===== src/rtl/alu_pkg.sv =====
// Shared encodings for the 16-bit processor ALU:
// opcodes, function codes, condition codes and PSR bit positions.
package alu_pkg;

    typedef enum logic [3:0] {
        OP_REG   = 4'h0,
        OP_ANDI  = 4'h1,
        OP_ORI   = 4'h2,
        OP_XORI  = 4'h3,
        OP_SPEC  = 4'h4,
        OP_ADDI  = 4'h5,
        OP_ADDUI = 4'h6,
        OP_ADDCI = 4'h7,
        OP_SHIFT = 4'h8,
        OP_SUBI  = 4'h9,
        OP_SUBCI = 4'hA,
        OP_CMPI  = 4'hB,
        OP_BCOND = 4'hC,
        OP_MOVI  = 4'hD,
        OP_MULI  = 4'hE,
        OP_LUI   = 4'hF
    } opcode_e;

    localparam logic [3:0] F_AND  = 4'h1;
    localparam logic [3:0] F_OR   = 4'h2;
    localparam logic [3:0] F_XOR  = 4'h3;
    localparam logic [3:0] F_NOT  = 4'h4;
    localparam logic [3:0] F_ADD  = 4'h5;
    localparam logic [3:0] F_ADDU = 4'h6;
    localparam logic [3:0] F_ADDC = 4'h7;
    localparam logic [3:0] F_SUB  = 4'h9;
    localparam logic [3:0] F_SUBC = 4'hA;
    localparam logic [3:0] F_CMP  = 4'hB;
    localparam logic [3:0] F_MOV  = 4'hD;
    localparam logic [3:0] F_MUL  = 4'hE;
    localparam logic [3:0] F_TEST = 4'hF;

    localparam logic [3:0] F_JAL   = 4'h8;
    localparam logic [3:0] F_JCOND = 4'hC;
    localparam logic [3:0] F_SCOND = 4'hD;

    localparam logic [3:0] F_LSHI_L  = 4'h0;
    localparam logic [3:0] F_LSHI_R  = 4'h1;
    localparam logic [3:0] F_ASHUI_L = 4'h2;
    localparam logic [3:0] F_ASHUI_R = 4'h3;
    localparam logic [3:0] F_LSH     = 4'h4;
    localparam logic [3:0] F_ASHU    = 4'h6;

    typedef enum logic [3:0] {
        C_EQ = 4'h0, C_NE = 4'h1, C_CS = 4'h2, C_CC = 4'h3,
        C_HI = 4'h4, C_LS = 4'h5, C_GT = 4'h6, C_LE = 4'h7,
        C_FS = 4'h8, C_FC = 4'h9, C_LO = 4'hA, C_HS = 4'hB,
        C_LT = 4'hC, C_GE = 4'hD, C_UC = 4'hE, C_NV = 4'hF
    } cond_e;

    localparam int PSR_C = 4;
    localparam int PSR_L = 3;
    localparam int PSR_F = 2;
    localparam int PSR_Z = 1;
    localparam int PSR_N = 0;

endpackage


===== src/rtl/proc_alu_if.sv =====
// Operand/opcode/flag bundle between the datapath and the ALU.
// PSR vectors are ordered {C,L,F,Z,N}.
interface proc_alu_if;

    logic [15:0] dst;
    logic [15:0] src;
    logic [3:0]  oper;
    logic [3:0]  func;
    logic [3:0]  cond;
    logic [4:0]  psrRead;
    logic [15:0] result;
    logic [4:0]  psrWrite;
    logic [4:0]  psrWrEn;

    modport master (
        output dst, src, oper, func, cond, psrRead,
        input  result, psrWrite, psrWrEn
    );

    modport slave (
        input  dst, src, oper, func, cond, psrRead,
        output result, psrWrite, psrWrEn
    );

endinterface


===== src/rtl/alu_cond_eval.sv =====
// Evaluates a 4-bit condition code against the current PSR flags.
module alu_cond_eval
    import alu_pkg::*;
(
    input  logic [3:0] cond,
    input  logic [4:0] psr,
    output logic       taken
);

    always_comb begin
        taken = 1'b0;
        unique case (cond_e'(cond))
            C_EQ: taken = psr[PSR_Z];
            C_NE: taken = !psr[PSR_Z];
            C_CS: taken = psr[PSR_C];
            C_CC: taken = !psr[PSR_C];
            C_HI: taken = psr[PSR_L];
            C_LS: taken = !psr[PSR_L];
            C_GT: taken = psr[PSR_N];
            C_LE: taken = !psr[PSR_N];
            C_FS: taken = psr[PSR_F];
            C_FC: taken = !psr[PSR_F];
            C_LO: taken = !psr[PSR_L] && !psr[PSR_Z];
            C_HS: taken = psr[PSR_L] || psr[PSR_Z];
            C_LT: taken = !psr[PSR_N] && !psr[PSR_Z];
            C_GE: taken = psr[PSR_N] || psr[PSR_Z];
            C_UC: taken = 1'b1;
            C_NV: taken = 1'b0;
        endcase
    end

endmodule


===== src/rtl/proc_alu.sv =====
// 16-bit datapath ALU with one registered output stage.
// ALU_MUL_EN builds the multiplier; otherwise MUL/MULI return zero.
module proc_alu
    import alu_pkg::*;
#(
    parameter int WIDTH = 16
) (
    input  logic      clk,
    input  logic      rst_n,
    proc_alu_if.slave bus
);

    logic [WIDTH-1:0] dst;
    logic [WIDTH-1:0] src;
    opcode_e          op;
    logic [3:0]       fn;
    logic             taken;

    assign dst = bus.dst;
    assign src = bus.src;
    assign op  = opcode_e'(bus.oper);
    assign fn  = bus.func;

    alu_cond_eval u_cond (
        .cond  (bus.cond),
        .psr   (bus.psrRead),
        .taken (taken)
    );

    logic reg_op, add_cls, sub_cls, cmp_cls, use_cin, z_en, cin;

    always_comb begin
        reg_op  = (op == OP_REG);
        add_cls = (op == OP_ADDI) || (op == OP_ADDCI) ||
                  (reg_op && (fn == F_ADD || fn == F_ADDC));
        sub_cls = (op == OP_SUBI) || (op == OP_SUBCI) ||
                  (reg_op && (fn == F_SUB || fn == F_SUBC));
        cmp_cls = (op == OP_CMPI) || (reg_op && fn == F_CMP);
        use_cin = (op == OP_ADDCI) || (op == OP_SUBCI) ||
                  (reg_op && (fn == F_ADDC || fn == F_SUBC));
        z_en    = add_cls || sub_cls || cmp_cls ||
                  (op inside {OP_ANDI, OP_ORI, OP_XORI}) ||
                  (reg_op && (fn inside {F_AND, F_OR, F_XOR,
                                         F_NOT, F_TEST}));
        cin     = use_cin && bus.psrRead[PSR_C];
    end

    logic [WIDTH:0] sum;
    logic [WIDTH:0] diff;

    assign sum  = {1'b0, dst} + {1'b0, src} + {{WIDTH{1'b0}}, cin};
    assign diff = {1'b0, dst} - {1'b0, src} - {{WIDTH{1'b0}}, cin};

    // Right shifts take the negated 5-bit amount; >=16 fully drains.
    logic [4:0]       amt;
    logic [WIDTH-1:0] shl, shr, sar, mul;

    assign amt = 5'd0 - src[4:0];
    assign shl = dst << src[3:0];
    assign shr = dst >> amt;
    assign sar = $unsigned($signed(dst) >>> amt);

`ifdef ALU_MUL_EN
    assign mul = dst * src;
`else
    assign mul = '0;
`endif

    logic [WIDTH-1:0] res;

    always_comb begin
        res = sum[WIDTH-1:0];
        unique case (op)
            OP_REG: begin
                case (fn)
                    F_AND, F_TEST:        res = dst & src;
                    F_OR:                 res = dst | src;
                    F_XOR:                res = dst ^ src;
                    F_NOT:                res = ~dst;
                    F_SUB, F_SUBC, F_CMP: res = diff[WIDTH-1:0];
                    F_MOV:                res = src;
                    F_MUL:                res = mul;
                    default:              res = sum[WIDTH-1:0];
                endcase
            end
            OP_ANDI: res = dst & src;
            OP_ORI:  res = dst | src;
            OP_XORI: res = dst ^ src;
            OP_SPEC: begin
                case (fn)
                    F_JAL:   res = src;
                    F_JCOND: res = taken ? src : dst;
                    F_SCOND: res = {{(WIDTH-1){1'b0}}, taken};
                    default: res = sum[WIDTH-1:0];
                endcase
            end
            OP_ADDI, OP_ADDUI, OP_ADDCI: res = sum[WIDTH-1:0];
            OP_SHIFT: begin
                case (fn)
                    F_LSHI_L, F_ASHUI_L: res = shl;
                    F_LSHI_R:            res = shr;
                    F_ASHUI_R:           res = sar;
                    F_LSH:               res = src[WIDTH-1] ? shr : shl;
                    F_ASHU:              res = src[WIDTH-1] ? sar : shl;
                    default:             res = sum[WIDTH-1:0];
                endcase
            end
            OP_SUBI, OP_SUBCI, OP_CMPI: res = diff[WIDTH-1:0];
            OP_BCOND: res = taken ? sum[WIDTH-1:0] : dst;
            OP_MOVI:  res = src;
            OP_MULI:  res = mul;
            OP_LUI:   res = {src[7:0], dst[7:0]};
        endcase
    end

    logic ovf_add, ovf_sub, c_nxt, f_nxt;
    logic [4:0] psr_nxt, en_nxt;

    always_comb begin
        ovf_add = (dst[WIDTH-1] == src[WIDTH-1]) &&
                  (sum[WIDTH-1] != dst[WIDTH-1]);
        ovf_sub = (dst[WIDTH-1] != src[WIDTH-1]) &&
                  (diff[WIDTH-1] != dst[WIDTH-1]);
        c_nxt   = add_cls ? sum[WIDTH] :
                  sub_cls ? diff[WIDTH] : 1'b0;
        f_nxt   = add_cls ? ovf_add :
                  (sub_cls || cmp_cls) ? ovf_sub : 1'b0;
        psr_nxt = {c_nxt, (dst < src), f_nxt,
                   (res == '0), res[WIDTH-1]};
        en_nxt  = {add_cls || sub_cls, cmp_cls, add_cls || sub_cls,
                   z_en, add_cls || sub_cls || cmp_cls};
    end

    logic [WIDTH-1:0] result_q;
    logic [4:0]       psr_q, en_q;

    always_ff @(posedge clk or negedge rst_n) begin
        if (!rst_n) begin
            result_q <= '0;
            psr_q    <= '0;
            en_q     <= '0;
        end else begin
            result_q <= res;
            psr_q    <= psr_nxt;
            en_q     <= en_nxt;
        end
    end

    assign bus.result   = result_q;
    assign bus.psrWrite = psr_q;
    assign bus.psrWrEn  = en_q;

endmodule


===== src/flat_wrapper.sv =====
// flat-port wrapper written by rule: the top's interface ports become plain ports
module proc_alu_flat import alu_pkg::*;
#(
    parameter int WIDTH = 16
)
  (clk, rst_n, bus_dst, bus_src, bus_oper, bus_func, bus_cond, bus_psrRead, bus_result, bus_psrWrite, bus_psrWrEn);
  proc_alu_if bus_i ();
  input  logic clk;
  input  logic rst_n;
  input wire logic [$bits(bus_i.dst)-1:0] bus_dst;
  input wire logic [$bits(bus_i.src)-1:0] bus_src;
  input wire logic [$bits(bus_i.oper)-1:0] bus_oper;
  input wire logic [$bits(bus_i.func)-1:0] bus_func;
  input wire logic [$bits(bus_i.cond)-1:0] bus_cond;
  input wire logic [$bits(bus_i.psrRead)-1:0] bus_psrRead;
  output wire logic [$bits(bus_i.result)-1:0] bus_result;
  output wire logic [$bits(bus_i.psrWrite)-1:0] bus_psrWrite;
  output wire logic [$bits(bus_i.psrWrEn)-1:0] bus_psrWrEn;
  assign bus_i.dst = bus_dst;
  assign bus_i.src = bus_src;
  assign bus_i.oper = bus_oper;
  assign bus_i.func = bus_func;
  assign bus_i.cond = bus_cond;
  assign bus_i.psrRead = bus_psrRead;
  assign bus_result = bus_i.result;
  assign bus_psrWrite = bus_i.psrWrite;
  assign bus_psrWrEn = bus_i.psrWrEn;
  proc_alu #(.WIDTH(WIDTH)) u_core (.clk(clk), .rst_n(rst_n), .bus(bus_i));
endmodule

===== config.mk =====
export PLATFORM = sky130hd
export DESIGN_NAME = proc_alu_flat
export DESIGN_NICKNAME = d
export VERILOG_FILES = /design/src/rtl/alu_pkg.sv /design/src/rtl/proc_alu_if.sv /design/src/rtl/alu_cond_eval.sv /design/src/rtl/proc_alu.sv /design/src/flat_wrapper.sv
export SDC_FILE = /design/constraint.sdc
export NUM_CORES = 1
export LEC_CHECK = 0
export BUFFER_PORTS_ARGS = -buffer_cell sky130_fd_sc_hd__buf_2
export CAP_MARGIN = 20
export CORE_MARGIN = 4
export CORE_UTILIZATION = 40
export CTS_CLUSTER_DIAMETER = 150
export CTS_CLUSTER_SIZE = 40
export DETAILED_ROUTE_END_ITERATION = 8
export SLEW_MARGIN = 20
export SYNTH_ARGS = -nofsm -noshare
export SYNTH_HDL_FRONTEND = slang
export SYNTH_SLANG_ARGS = --single-unit

===== constraint.sdc =====
create_clock -name clk -period 1.1 [get_ports clk]
set_input_delay 0.055 -clock clk [delete_from_list [all_inputs] [get_ports clk]]
set_output_delay 0.055 -clock clk [all_outputs]
set_load 0.01 [all_outputs]

==> results.md <==
- Die Ht: 152 um
- Status: finished with violations
- # rows: 52
- Core footprint: 20400 um^2
- Area Growth Syn to Fin: 64.9%
- Fin worst setup slack: -2.84 ns
- GP Congestion: 1.07
- Pre-antenna DRT Iters: 6
- Worst-margin pin slew: 0.905 ns
- Pre-CTS WS: -3.31 ns
- Routed WL: 51300 um
- Drt wl/cell: 26.6 um
- EDFF count, synth: 0
- Crit Path Max Fanout: 3
- Worst path slowest cell: fa_2
- Mean post-synth cell area: 7.14 um^2
- Final #Nets: 1790
- Sequential area share after synthesis: 7.23%
- Mapped Area: 8310 um^2
- Unrepaired setup endpoints after global routing: true
- Synth cell types: 86
- Most used cell along the critical path: or4_4
- Largest net degree at the start of global routing: 39
- Pwr Density: 755 nW/um^2
- DR iter-0 viols: 1654
- DRC viols: 0
- Tot Pwr: 0.0103 W
- Post-route ant nets: 0
- Root buf cell: clkbuf_16
- Initial antenna violation count: 1
- Failing checks: setup timing
- CTS tree: built
- Clock transition at the registers of the reported paths: 0.06 ns
- Die X: 152 um
- Max-cap viol count: 0
- Global-route wire length before repair: 74200 um
- IO Port Bufs: 76
- Syn Inst Count: 1164
- Post-synth top area cell: ha_1
- Post-synthesis register bit count: 24
- Worst stage delay on the critical path: 0.49 ns
- Synth warn: 0
- Routed vias/inst: 6.42
- Synth top area share: 12.0%
- CTS buffer count: 3
- Critical-path cell list: buf_8 > or2_4 > nor2_4 > nand2_1 > o21ai_1 > nand2_1 > inv_2 > fa_2 > ha_4 > o211ai_1 > nand3_2 > o21ai_2 > xnor2_2 > a221oi_2 > o21ai_1 > or4_4 > or4_4 > or4_4 > nor4_4
- GR Util All Layers: 41.4%
- Highest Clock Rate: 0.254 GHz
- Worst hold-check path type: input pin to asynchronous set/reset pin
- Final setup vio count: 24
- Worst Path Required: 1.27 ns
- Crit path launch type: input pin
- Hold Fails Final Rpt: 0
- I/O pin total: 77
- Clock sinks: 24
- Final slew viol count: 0
- Number of global-route vias before repair: 12.0k
- Critical path class: input pin to flop
- Vias: 12.4k
- Area contributors post-synth: ha_1 (12%), dfrtp_1 (7.2%), mux4_2 (7.0%)
- Top-count cell post-synth: nand2_1
- Post-DP HPWL: 40000 um
- GR Overflow Total: 0
- Max VDD drop: 0.000578 V
- Period utilisation layout: 358%
- Synthesized Nets: 1299
- Ys async rst share: 100%
- H-tree Lvls: 1
- Die ar.: 23100 um^2
- Layout fillers: 1764
- LEAKAGE: 6.40 nW
- Relative slew slack: 39.5%
- Worst path arrival time: 4.11 ns
- Initial core utilization: 40.8%
- Clk buf depth: 2
- Ys flop type: dfrtp_1
- Share of layout cells above drive strength 1: 45.3%
- Post-synth top cells: nand2_1 (116), a21oi_1 (91), nor2_1 (85)
- CP endpoint kind: flop
- Fin crit period: 3.94 ns
## placed cells by master, fill, tap and decap left out, types with 9 or more instances in the layout
cell type  count
a211oi_1      10
a21o_1        12
a21oi_1       79
a22oi_1       19
a31oi_1       16
buf_12         9
buf_2         68
buf_4        457
buf_6         40
dfrtp_1       24
ha_1          74
inv_1         58
mux2i_1       39
mux4_2        26
nand2_1      112
nand2b_1      15
nand3_1       33
nor2_1        80
nor2b_1       11
nor3_1        23
o211ai_1      18
o21ai_0       63
o21ai_1        9
o221ai_1      12
o22ai_1       23
o31ai_1        9
xnor2_1       16
## logic make-up (layout without fill, tap and decap cells)
| logic type | count (synthesis) | count (layout) | share of synthesized area [%] |
|---|---|---|---|
| buffers and inverters | 167 | 657 | 7.95 |
| DFF | 24 | 24 | 7.23 |
| and+or+nand+nor | 371 | 371 | 21.8 |
| AOI/OAI and AO/OA | 418 | 418 | 34.4 |
| xor gates and xnor gates | 31 | 31 | 3.27 |
| muxes | 69 | 69 | 12.3 |
| adders and majority gates | 84 | 84 | 13.0 |
| other | 0 | 1 | 0 |
## routing by layer
layer  vias to the layer above  global-route usage (%)  part of all wire [%]
met5                         -                       0                  0.11
met4                         2                    27.1                   8.3
met2                       941                    61.9                    41
met3                       259                    8.38                    11
li1                       5373                       -                     -
met1                      5785                    54.2                    39
## state kept, by name, indices dropped and copies added (netlist names)
register             flops
u_core.bus.psrWrite      5
u_core.bus.psrWrEn       4
u_core.bus.result       15
## final timing paths
check                       startpoint                     end  cells past startpoint
max in group asynchronous        rst_n  u_core.bus.psrWrite[4]                      2
min                              rst_n   u_core.bus.psrWrEn[1]                      2
min in group clk           bus_src[10]  u_core.bus.psrWrite[3]                      5
max                        bus_oper[3]  u_core.bus.psrWrite[1]                     19
## layout make-up
| type | instances | area [um^2] | share of cell area (%) |
|---|---|---|---|
| multi-input combinational | 973 | 7810 | 56.9 |
| timing repair buffer | 583 | 4570 | 33.3 |
| sequential | 24 | 601 | 4.38 |
| tap | 270 | 338 | 2.46 |
| inverter | 70 | 287 | 2.09 |
| clock buffer | 3 | 75.1 | 0.548 |
| clock inverter | 1 | 30.0 | 0.219 |
| antenna | 1 | 2.50 | 0.0183 |
## worst max-delay path: cells and delay by family
| family | cells | cell delay [ns] |
|---|---|---|
| AND/OR/NAND/NOR | 9 | 2.22 |
| adder cells (fa/ha/maj) | 2 | 0.68 |
| XOR/XNOR | 1 | 0.11 |
| AO/OA/AOI/OAI | 5 | 0.87 |
| buffers and inverters | 2 | 0.17 |
## per-stage QoR
stage | TNS [ns] | instances | hold slack [ns] | util, % | cell area (um^2)
floorplan | -43.43 | 1164 | -0.241 | - | 8730
global placement | -53.08 | 1862 | 0.0478 | 60.1 | 12200
detailed placement | -53.71 | 1862 | 0.0526 | 60.1 | 12200
CTS | -43.92 | 1909 | 0.313 | 65.5 | 13300
global route | -47.86 | 1924 | 0.374 | 67.3 | 13700
finish | -45.06 | 1925 | 0.304 | 67.3 | 13700
## timing repair
item / CTS / global route
setup buffers: 65 / 24
hold buffers: 1 / 0
cloned: 1 / 2
pin swaps: 71 / 44
hold endpoints to repair: 24 / 0
endpoints found under the setup margin: 24 / 24
resized for setup: 146 / 56
## report_power, final
group | leakage, nW | total, W | switching, W | internal [W]
combinational | 6.05 | 0.00826 | 0.00438 | 0.00388
clock | 0.0511 | 0.00103 | 0.000303 | 0.000723
sequential | 0.297 | 0.00106 | 0.0000317 | 0.00103
No activity file was read; power rests on OpenSTA's default activity.
